### config.mk
export PLATFORM = sky130hd
export DESIGN_NAME = game_round_ctrl
export DESIGN_NICKNAME = d
export VERILOG_FILES = /design/src/rtl/game_round_ctrl.sv
export SDC_FILE = /design/constraint.sdc
export NUM_CORES = 1
export LEC_CHECK = 0
export ABC_AREA = 1
export CAP_MARGIN = 25
export CORE_ASPECT_RATIO = 1.2
export CORE_MARGIN = 2
export CORE_UTILIZATION = 60
export CTS_BUF_LIST = sky130_fd_sc_hd__clkbuf_2 sky130_fd_sc_hd__clkbuf_4 sky130_fd_sc_hd__clkbuf_8
export CTS_CLUSTER_DIAMETER = 30
export DETAILED_ROUTE_END_ITERATION = 12
export PLACE_DENSITY = 0.86
export SYNTH_ARGS = -nofsm -noshare
export SYNTH_HDL_FRONTEND = slang
export SYNTH_SLANG_ARGS = --single-unit
### constraint.sdc
create_clock -name clk -period 4.6 [get_ports clk]
set_input_delay 1.15 -clock clk [delete_from_list [all_inputs] [get_ports clk]]
set_output_delay 1.15 -clock clk [all_outputs]
set_load 0.005 [all_outputs]
### src/rtl/game_round_ctrl.sv
// game_round_ctrl: round sequencer for the whack-a-mole game.
// Owns the game-second prescaler, the mole dwell counter, the time-left and
// score counters, and an 8-bit LFSR that picks the active hole. Button and
// start inputs are edge-detected through a registered history stage.
// Optional feature macro: MISS_PENALTY_EN (a miss subtracts one second).
module game_round_ctrl #(
    parameter int TICK_CYCLES = 100000000,
    parameter int MOLE_CYCLES = 75000000,
    parameter int NUM_HOLES   = 4,
    parameter int TIME_INIT   = 30,
    parameter int TIME_MAX    = 30,
    parameter int TIME_BONUS  = 3
) (
    input  logic                 clk,
    input  logic                 reset,
    input  logic                 start,
    input  logic [NUM_HOLES-1:0] hit_btn,
    output logic [NUM_HOLES-1:0] mole,
    output logic [4:0]           time_left,
    output logic [7:0]           score,
    output logic                 tick,
    output logic [1:0]           state,
    output logic                 game_over
);

    localparam int PW = $clog2(TICK_CYCLES);
    localparam int DW = $clog2(MOLE_CYCLES);
    localparam logic [PW-1:0] PRESC_LAST  = PW'(TICK_CYCLES - 1);
    localparam logic [DW-1:0] DWELL_LAST  = DW'(MOLE_CYCLES - 1);
    localparam logic [PW-1:0] PRESC_ONE   = {{(PW-1){1'b0}}, 1'b1};
    localparam logic [DW-1:0] DWELL_ONE   = {{(DW-1){1'b0}}, 1'b1};
    localparam logic [4:0]    TIME_INIT_V = 5'(TIME_INIT);
    localparam logic [4:0]    TIME_MAX_V  = 5'(TIME_MAX);
    localparam logic [NUM_HOLES-1:0] NO_MOLE = {NUM_HOLES{1'b0}};

    typedef enum logic [1:0] {
        ST_IDLE = 2'd0,
        ST_PLAY = 2'd1,
        ST_OVER = 2'd2
    } state_t;

    state_t               r_state;
    state_t               w_state_nxt;
    logic [7:0]           r_lfsr;
    logic                 r_start_q;
    logic                 r_start_prev;
    logic [NUM_HOLES-1:0] r_hit_q;
    logic [NUM_HOLES-1:0] r_hit_prev;
    logic [PW-1:0]        r_presc;
    logic [DW-1:0]        r_dwell;
    logic [NUM_HOLES-1:0] r_mole;
    logic [4:0]           r_time;
    logic [7:0]           r_score;
    logic                 r_tick;
    logic                 r_game_over;

    logic [PW-1:0]        w_presc_nxt;
    logic [DW-1:0]        w_dwell_nxt;
    logic [NUM_HOLES-1:0] w_mole_nxt;
    logic [4:0]           w_time_nxt;
    logic [7:0]           w_score_nxt;
    logic                 w_tick_nxt;

    logic                 w_start_rise;
    logic [NUM_HOLES-1:0] w_hit_rise;
    logic                 w_hit;
    logic                 w_tick_now;
    logic [7:0]           w_time_up;
    logic [7:0]           w_time_dn;
    logic [7:0]           w_time_diff;
    logic [4:0]           w_time_clamp;
    logic [2:0]           w_cur_idx;
    logic [2:0]           w_raw_idx;
    logic [2:0]           w_pick_idx;
    logic [NUM_HOLES-1:0] w_pick_mole;

    assign w_start_rise = r_start_q & ~r_start_prev;
    assign w_hit_rise   = r_hit_q & ~r_hit_prev;
    assign w_hit        = |(w_hit_rise & r_mole);
    assign w_tick_now   = (r_presc == PRESC_LAST);
    assign w_time_up    = {3'b000, r_time} + (w_hit ? 8'(TIME_BONUS) : 8'd0);

`ifdef MISS_PENALTY_EN
    logic w_miss;
    assign w_miss    = |(w_hit_rise & ~r_mole);
    assign w_time_dn = {7'd0, w_tick_now} + {7'd0, w_miss};
`else
    assign w_time_dn = {7'd0, w_tick_now};
`endif

    assign w_time_diff = w_time_up - w_time_dn;

    // Clamp the combined same-cycle time update into [0, TIME_MAX].
    always_comb begin
        if (w_time_up <= w_time_dn) begin
            w_time_clamp = 5'd0;
        end else if (w_time_diff >= {3'b000, TIME_MAX_V}) begin
            w_time_clamp = TIME_MAX_V;
        end else begin
            w_time_clamp = w_time_diff[4:0];
        end
    end

    // Pick the next hole from the LFSR, bumping past the currently shown hole.
    always_comb begin
        w_cur_idx = 3'd0;
        for (int i = 0; i < NUM_HOLES; i++) begin
            if (r_mole[i]) begin
                w_cur_idx = 3'(i);
            end else begin
                w_cur_idx = w_cur_idx;
            end
        end
        w_raw_idx = 3'({29'd0, r_lfsr[2:0]} % 32'(NUM_HOLES));
        if ((|r_mole) && (w_raw_idx == w_cur_idx)) begin
            w_pick_idx = (({29'd0, w_raw_idx} + 32'd1) == 32'(NUM_HOLES)) ? 3'd0 : (w_raw_idx + 3'd1);
        end else begin
            w_pick_idx = w_raw_idx;
        end
        w_pick_mole = {{(NUM_HOLES-1){1'b0}}, 1'b1} << w_pick_idx;
    end

    // Next-state and next-output logic for the IDLE/PLAY/GAMEOVER flow.
    always_comb begin
        w_state_nxt = r_state;
        w_presc_nxt = r_presc;
        w_dwell_nxt = r_dwell;
        w_mole_nxt  = r_mole;
        w_time_nxt  = r_time;
        w_score_nxt = r_score;
        w_tick_nxt  = 1'b0;
        case (r_state)
            ST_IDLE, ST_OVER: begin
                w_mole_nxt = NO_MOLE;
                if (w_start_rise) begin
                    w_state_nxt = ST_PLAY;
                    w_time_nxt  = TIME_INIT_V;
                    w_score_nxt = 8'd0;
                    w_presc_nxt = {PW{1'b0}};
                    w_dwell_nxt = {DW{1'b0}};
                    w_mole_nxt  = w_pick_mole;
                end else begin
                    w_state_nxt = r_state;
                end
            end
            ST_PLAY: begin
                if (r_time == 5'd0) begin
                    // Time ran out on the previous update: close the round.
                    w_state_nxt = ST_OVER;
                    w_mole_nxt  = NO_MOLE;
                end else begin
                    w_presc_nxt = w_tick_now ? {PW{1'b0}} : (r_presc + PRESC_ONE);
                    w_tick_nxt  = w_tick_now;
                    w_time_nxt  = w_time_clamp;
                    w_score_nxt = (w_hit && (r_score != 8'hFF)) ? (r_score + 8'd1) : r_score;
                    if (w_hit || (r_dwell == DWELL_LAST)) begin
                        w_mole_nxt  = w_pick_mole;
                        w_dwell_nxt = {DW{1'b0}};
                    end else begin
                        w_dwell_nxt = r_dwell + DWELL_ONE;
                    end
                end
            end
            default: begin
                w_state_nxt = ST_IDLE;
                w_mole_nxt  = NO_MOLE;
            end
        endcase
    end

    // FSM state register.
    always_ff @(posedge clk) begin
        if (!reset) begin
            r_state <= ST_IDLE;
        end else begin
            r_state <= w_state_nxt;
        end
    end

    // Registered datapath and outputs.
    always_ff @(posedge clk) begin
        if (!reset) begin
            r_presc     <= {PW{1'b0}};
            r_dwell     <= {DW{1'b0}};
            r_mole      <= NO_MOLE;
            r_time      <= TIME_INIT_V;
            r_score     <= 8'd0;
            r_tick      <= 1'b0;
            r_game_over <= 1'b0;
        end else begin
            r_presc     <= w_presc_nxt;
            r_dwell     <= w_dwell_nxt;
            r_mole      <= w_mole_nxt;
            r_time      <= w_time_nxt;
            r_score     <= w_score_nxt;
            r_tick      <= w_tick_nxt;
            r_game_over <= (w_state_nxt == ST_OVER);
        end
    end

    // Edge-detect history for start and hole buttons.
    always_ff @(posedge clk) begin
        if (!reset) begin
            r_start_q    <= 1'b0;
            r_start_prev <= 1'b0;
            r_hit_q      <= NO_MOLE;
            r_hit_prev   <= NO_MOLE;
        end else begin
            r_start_q    <= start;
            r_start_prev <= r_start_q;
            r_hit_q      <= hit_btn;
            r_hit_prev   <= r_hit_q;
        end
    end

    // Free-running Fibonacci LFSR, taps 8,6,5,4; non-zero seed keeps it off all-zero.
    always_ff @(posedge clk) begin
        if (!reset) begin
            r_lfsr <= 8'hA5;
        end else begin
            r_lfsr <= {r_lfsr[6:0], r_lfsr[7] ^ r_lfsr[5] ^ r_lfsr[4] ^ r_lfsr[3]};
        end
    end

    assign mole      = r_mole;
    assign time_left = r_time;
    assign score     = r_score;
    assign tick      = r_tick;
    assign state     = r_state;
    assign game_over = r_game_over;

endmodule
* Yosys cells after proc, flatten, opt, wreduce, memory -nomap -nowiden
Index checks and enable logic that the tools add are counted.
** Cells by class
- Reduce and logical (&&, ||, !) cells :: 12
- Magnitude comparators :: 2
- Shift-type cells :: 1
- Bitwise operators :: 10
- $add $sub $neg :: 7
- Equality and inequality tests :: 12
- Mux-type cells :: 29
** Operators with widths (number)
- $mux W27 :: 5
- $pmux W27 S2 :: 2
- $add A27 B1 Y27 const B :: 2
- $eq A27 B27 Y1 const B :: 2
- $mux W8 :: 3
- $mux W5 :: 4
- $pmux W8 S2 :: 1
- $mux W3 :: 4
- $mux W4 :: 3
- $pmux W5 S2 :: 1
- $add A8 B1 Y8 const B :: 1
- $and A4 B4 Y4 :: 2
- $ge A8 B5 Y1 const B :: 1
- $ne A8 B8 Y1 const B :: 1
- $pmux W4 S2 :: 1
- $reduce_or A4 Y1 :: 2
- $sub A6 B1 Y7 :: 1
- $add A2 B1 Y3 const B :: 2
- $add A5 B2 Y6 :: 1
- $le A6 B1 Y1 :: 1
- $mux W2 :: 3
- $ne A2 B2 Y1 const B :: 3
- $logic_not A5 Y1 :: 1
- $eq A2 B2 Y1 const B :: 2
- 19 further kinds :: 24
** Storage, ports and cells
- Bits of input ports :: 7
- Register bits :: 93
- Word-level logic and storage cells :: 86
- Output and inout port bits :: 21

* Logic depth before layout (Yosys ltp)
- Word-level depth :: 12
- Gate-level depth with buffers :: 20
- Gate-level depth less buffers :: 20

* Worst setup path before layout
Ideal clock, no wire load.
- Path type :: register -> register
- Start point :: register r_mole[2], in the netlist mole[2]
- End point :: register r_time[4], in the netlist time_left[4]
- Setup slack :: 2.296 ns
- Buffers on the path :: 0
- Clock period less this slack :: 2.304 ns
- Data arrival time :: 2.246 ns
- Stages on the path, launching flop included :: 19
- Path through :: dfxtp_1 > inv_1 > nor2_1 > nand2_1 > nand3_2 > ha_1 > inv_1 > fa_1 > ha_1 > inv_1 > nor2_1 > nand3_1 > nand3_1 > nand2_1 > nand2_1 > nand2_1 > nand2_1 > nand2_1 > nand2_1
** On the way
- Longest elaborated chain between the ends :: 10
** Ends and longest elaborated chain
- start: declaration :: line 51 : logic [NUM_HOLES-1:0] r_mole;
- start signal: assignment :: line 193 : r_mole <= w_mole_nxt;
- $and A4 B4 Y4 * :: line 79 : assign w_hit = |(w_hit_rise & r_mole);
- $reduce_or A4 Y1 * :: line 79
- $mux W2 * :: line 81 : assign w_time_up = {3'b000, r_time} + (w_hit ? 8'(TIME_BONUS) : 8'd0);
- $add A5 B2 Y6 * :: line 81
- $sub A6 B1 Y7 :: line 91 : assign w_time_diff = w_time_up - w_time_dn;
- $ge A8 B5 Y1 :: line 97 : end else if (w_time_diff >= {3'b000, TIME_MAX_V}) begin
- $mux W5 :: line 97
- $mux W5 * :: line 95 : if (w_time_up <= w_time_dn) begin
- $mux W5 * :: line 147 : if (r_time == 5'd0) begin
- $pmux W5 S2 * :: line 132 : case (r_state)
- end signal: assignment :: line 194 : r_time <= w_time_nxt;
- end: declaration :: line 52 : logic [4:0] r_time;
Mark *: on every way between the ends. The rest lies on a longest branch, timed or not. The select of a mux whose other input is x is not followed.
A chain may end at the register's enable or synchronous reset.

* Worst setup path in the final report
- Start point :: register r_presc[0]
- End point :: register r_time[1], in the netlist time_left[1]
** On the way
- Longest elaborated chain between the ends :: 7
** Ends and longest elaborated chain
- start: declaration :: line 49 : logic [PW-1:0] r_presc;
- start signal: assignment :: line 183 : r_presc <= {PW{1'b0}};
- start signal: assignment :: line 191 : r_presc <= w_presc_nxt;
- $eq A27 B27 Y1 * :: line 80 : assign w_tick_now = (r_presc == PRESC_LAST);
- net w_tick_now :: line 67 : logic w_tick_now;
- $sub A6 B1 Y7 :: line 91
- $ge A8 B5 Y1 :: line 97
- $mux W5 :: line 97
- $mux W5 * :: line 95
- $mux W5 * :: line 147
- $pmux W5 S2 * :: line 132
The timed path passes the listed nets; every way through them passes the cells marked *. The select of a mux whose other input is x is not followed.

==> reports/metrics.yaml <==
grt_use_total: 0.267
num_io_pins: 28
fp.coreArea_um2: 8940
yosys.area.top_type: "dfxtp_1"
finalSetupTns_ns: 0
synth_edf_count: 0
worst_skew_pair.late_latency_ns: 0.38
max_slew_margin: 0.628
ys_seq_area_frac: 0.342
die_x_um: 91.0
fillCellCount: 842
drive_above_1_share: 0.0711
worst-path-max-fanout: 8
rsz0062_at_grt: "false"
rows: 38
antenna_found_initial: 0
fin_skew_ns: 0.0135
root_buffer: "clkbuf_8"
tightestPinTransition_ns: 0.553
setup_viol: 0
hold_class: "reg -> reg"
fin_crit_ns: 2.65
critPathKind: "reg -> reg"
comb_power_share: 0.117
synthCells: 843
dieArea_um2: 9850
ys_types: 47
wl_met1_um: 5510
cts_buffer_depth: 2
cts_buffers: 9
grt_pass1_wl_um: 21600
synth_ff_type: "dfxtp_1"
syn_nets: 860
wl_met3_um: 563
grt_pass1_vias: 5047
critPathLaunchType: "flop"
synth_seq_cells: 93
hpwl_um: 9270
die_h_um: 108
p_switching_mw: 0.446
ctsHoldBuffers: 0
power_density_nw_per_um2: 265
yosysMostFrequentCell: "nand2_1"
drtIter0Drc: 261
portBuffers: 27
cap_violations: 0
gp_congestion: 0.933
wire_per_inst_um: 12.9
fin_cells: 992
synth.area.top_cells: "dfxtp_1, nand2_1, nor2_1"
whs_ns: 0.426
cts_resized: 0
intPower_mw: 1.14
htree_levels: 3
area_delta_synth_final_pct: 9.74
num_vias: 5323
max_clock_freq_ghz: 0.377
vdd_drop_max_v: 0.000277
drc_errors: 0
overflow: 0
top_layer: "met4"
drt_wl_total_um: 12800
nNetsFinal: 884
grt_max_degree: 56
dpl.cell_count: 976
hold_violations: 0
p_clk_frac: 0.356
antenna_cells: 0
synth_commonest_cells: "nand2_1, nor2_1, inv_1"
ant_nets: 0
avgSynthCellArea_um2: 6.46
yosysWarnings: 0
fin_crit_sh: 0.577
status: "finished clean"
synth_top_area_frac: 0.342
via_per_inst: 5.37
drv_slew: 0
post-route-util: 0.668
power.leakage_nw: 2.42
swShare: 0.282
postCtsSetupBuffers: 0
seqPwrFrac: 0.528
synthArstFlopShare: 0
cp.required_ns: 4.93
firstDrtPassIters: 5
clk_pin_slew_ns: 0.09
dr_wl_met2_um: 6440
initial_utilization: 0.609
power.total_mw: 1.58
cts_sinks: 93
cp_data_arrival_time_ns: 2.98
tritoncts: "yes"
syn_area_um2: 5440
end_kind: "flop"
-- metrics by stage --
stage	setup slack (ns)	cell area [µm²]
3_3_place_gp	1.78	5780
3_5_place_dp	1.80	5780
2_1_floorplan	2.30	5440
6_report	1.95	5970
4_1_cts	1.95	5970
5_1_grt	1.58	5970
-- kinds of logic (layout without fill, tap and decap cells) --
kind of cell | after synthesis | after routing | share of synthesized area
compound gates | 76 | 76 | 0.0733
xor+xnor | 14 | 14 | 0.0225
fa+ha+maj | 10 | 10 | 0.0244
buf+inv | 138 | 167 | 0.103
flops | 93 | 93 | 0.342
simple gates | 512 | 512 | 0.435
-- final timing paths --
kind	endpoint	depth (start not counted)	start	slack (ns)
worst max-delay path	time_left[1]	19	r_presc[0]	1.95
worst min-delay path	r_lfsr[7]	1	r_lfsr[6]	0.43
worst max register to register	time_left[1]	19	r_presc[0]	1.95
worst min register to register	r_lfsr[7]	1	r_lfsr[6]	0.43
-- layer usage --
layer,vias up,global-route usage
met5,-,0
met4,0,0.114
met3,25,0.0467
met2,137,0.481
met1,2433,0.313
li1,2728,-
-- sequential cells by signal, summed over array words and instances, names as in the netlist, 4 cells and up --
register    count
time_left       5
r_lfsr          8
r_hit_prev      4
r_hit_q         4
score           8
r_presc        27
r_dwell        27
mole            4
-- cell type report --
| cell class | instances | area [µm²] | area share |
|---|---|---|---|
| Tap cell | 120 | 150 | 0.0251 |
| Clock buffer | 10 | 131 | 0.0220 |
| Inverter | 122 | 460 | 0.0771 |
| Clock inverter | 6 | 62.6 | 0.0105 |
| Sequential cell | 93 | 1860 | 0.312 |
| Timing Repair Buffer | 29 | 285 | 0.0477 |
| Multi-Input combinational cell | 612 | 3020 | 0.506 |
-- power groups by stage --
| stage | Combinational [mW] | Sequential, mW | Clock (mW) |
|---|---|---|---|
| after floorplan | 0.139 | 0.850 | 0 |
| after global placement | 0.178 | 0.853 | 0 |
| after detailed placement | 0.182 | 0.854 | 0 |
| after CTS | 0.185 | 0.835 | 0.567 |
| after global routing | 0.207 | 0.837 | 0.593 |
| final | 0.185 | 0.835 | 0.563 |
-- layout by cell type (no fill, tap or decap), types with 3 or more instances in the layout --
cell | netlist | routed
nor2_2 | 5 | 5
nor2_1 | 130 | 130
clkinv_2 | 0 | 3
dfxtp_1 | 93 | 93
clkbuf_8 | 0 | 9
or2_2 | 4 | 4
nand2_1 | 217 | 217
nor3_2 | 6 | 6
nand3_2 | 6 | 6
clkdlybuf4s50_1 | 0 | 27
nand4_1 | 24 | 24
nand2_2 | 5 | 5
nor3_1 | 28 | 28
nor4_1 | 3 | 3
inv_2 | 5 | 5
nand3b_1 | 4 | 4
nor3b_1 | 3 | 3
a21oi_1 | 42 | 42
o21ai_1 | 4 | 4
inv_1 | 115 | 115
xor2_1 | 12 | 12
o21ai_0 | 22 | 22
nand3_1 | 62 | 62
ha_1 | 9 | 9
nand2_4 | 4 | 4
-- critical path, stage by stage, from the launching register on --
cell,delay (ns)
dfxtp_1,0.40
ha_1,0.22
nand2_1,0.08
nor2_2,0.13
nand3_2,0.15
nor3_2,0.16
nand2_2,0.18
inv_1,0.11
ha_1,0.17
ha_1,0.18
inv_1,0.04
nor2_1,0.14
nand3_1,0.11
nand3_1,0.09
nand2_1,0.12
nand2_1,0.08
nand2_1,0.06
nand2_1,0.07
nand2_1,0.05
nand2_1,0.07
(Power assumes the default switching activity.)
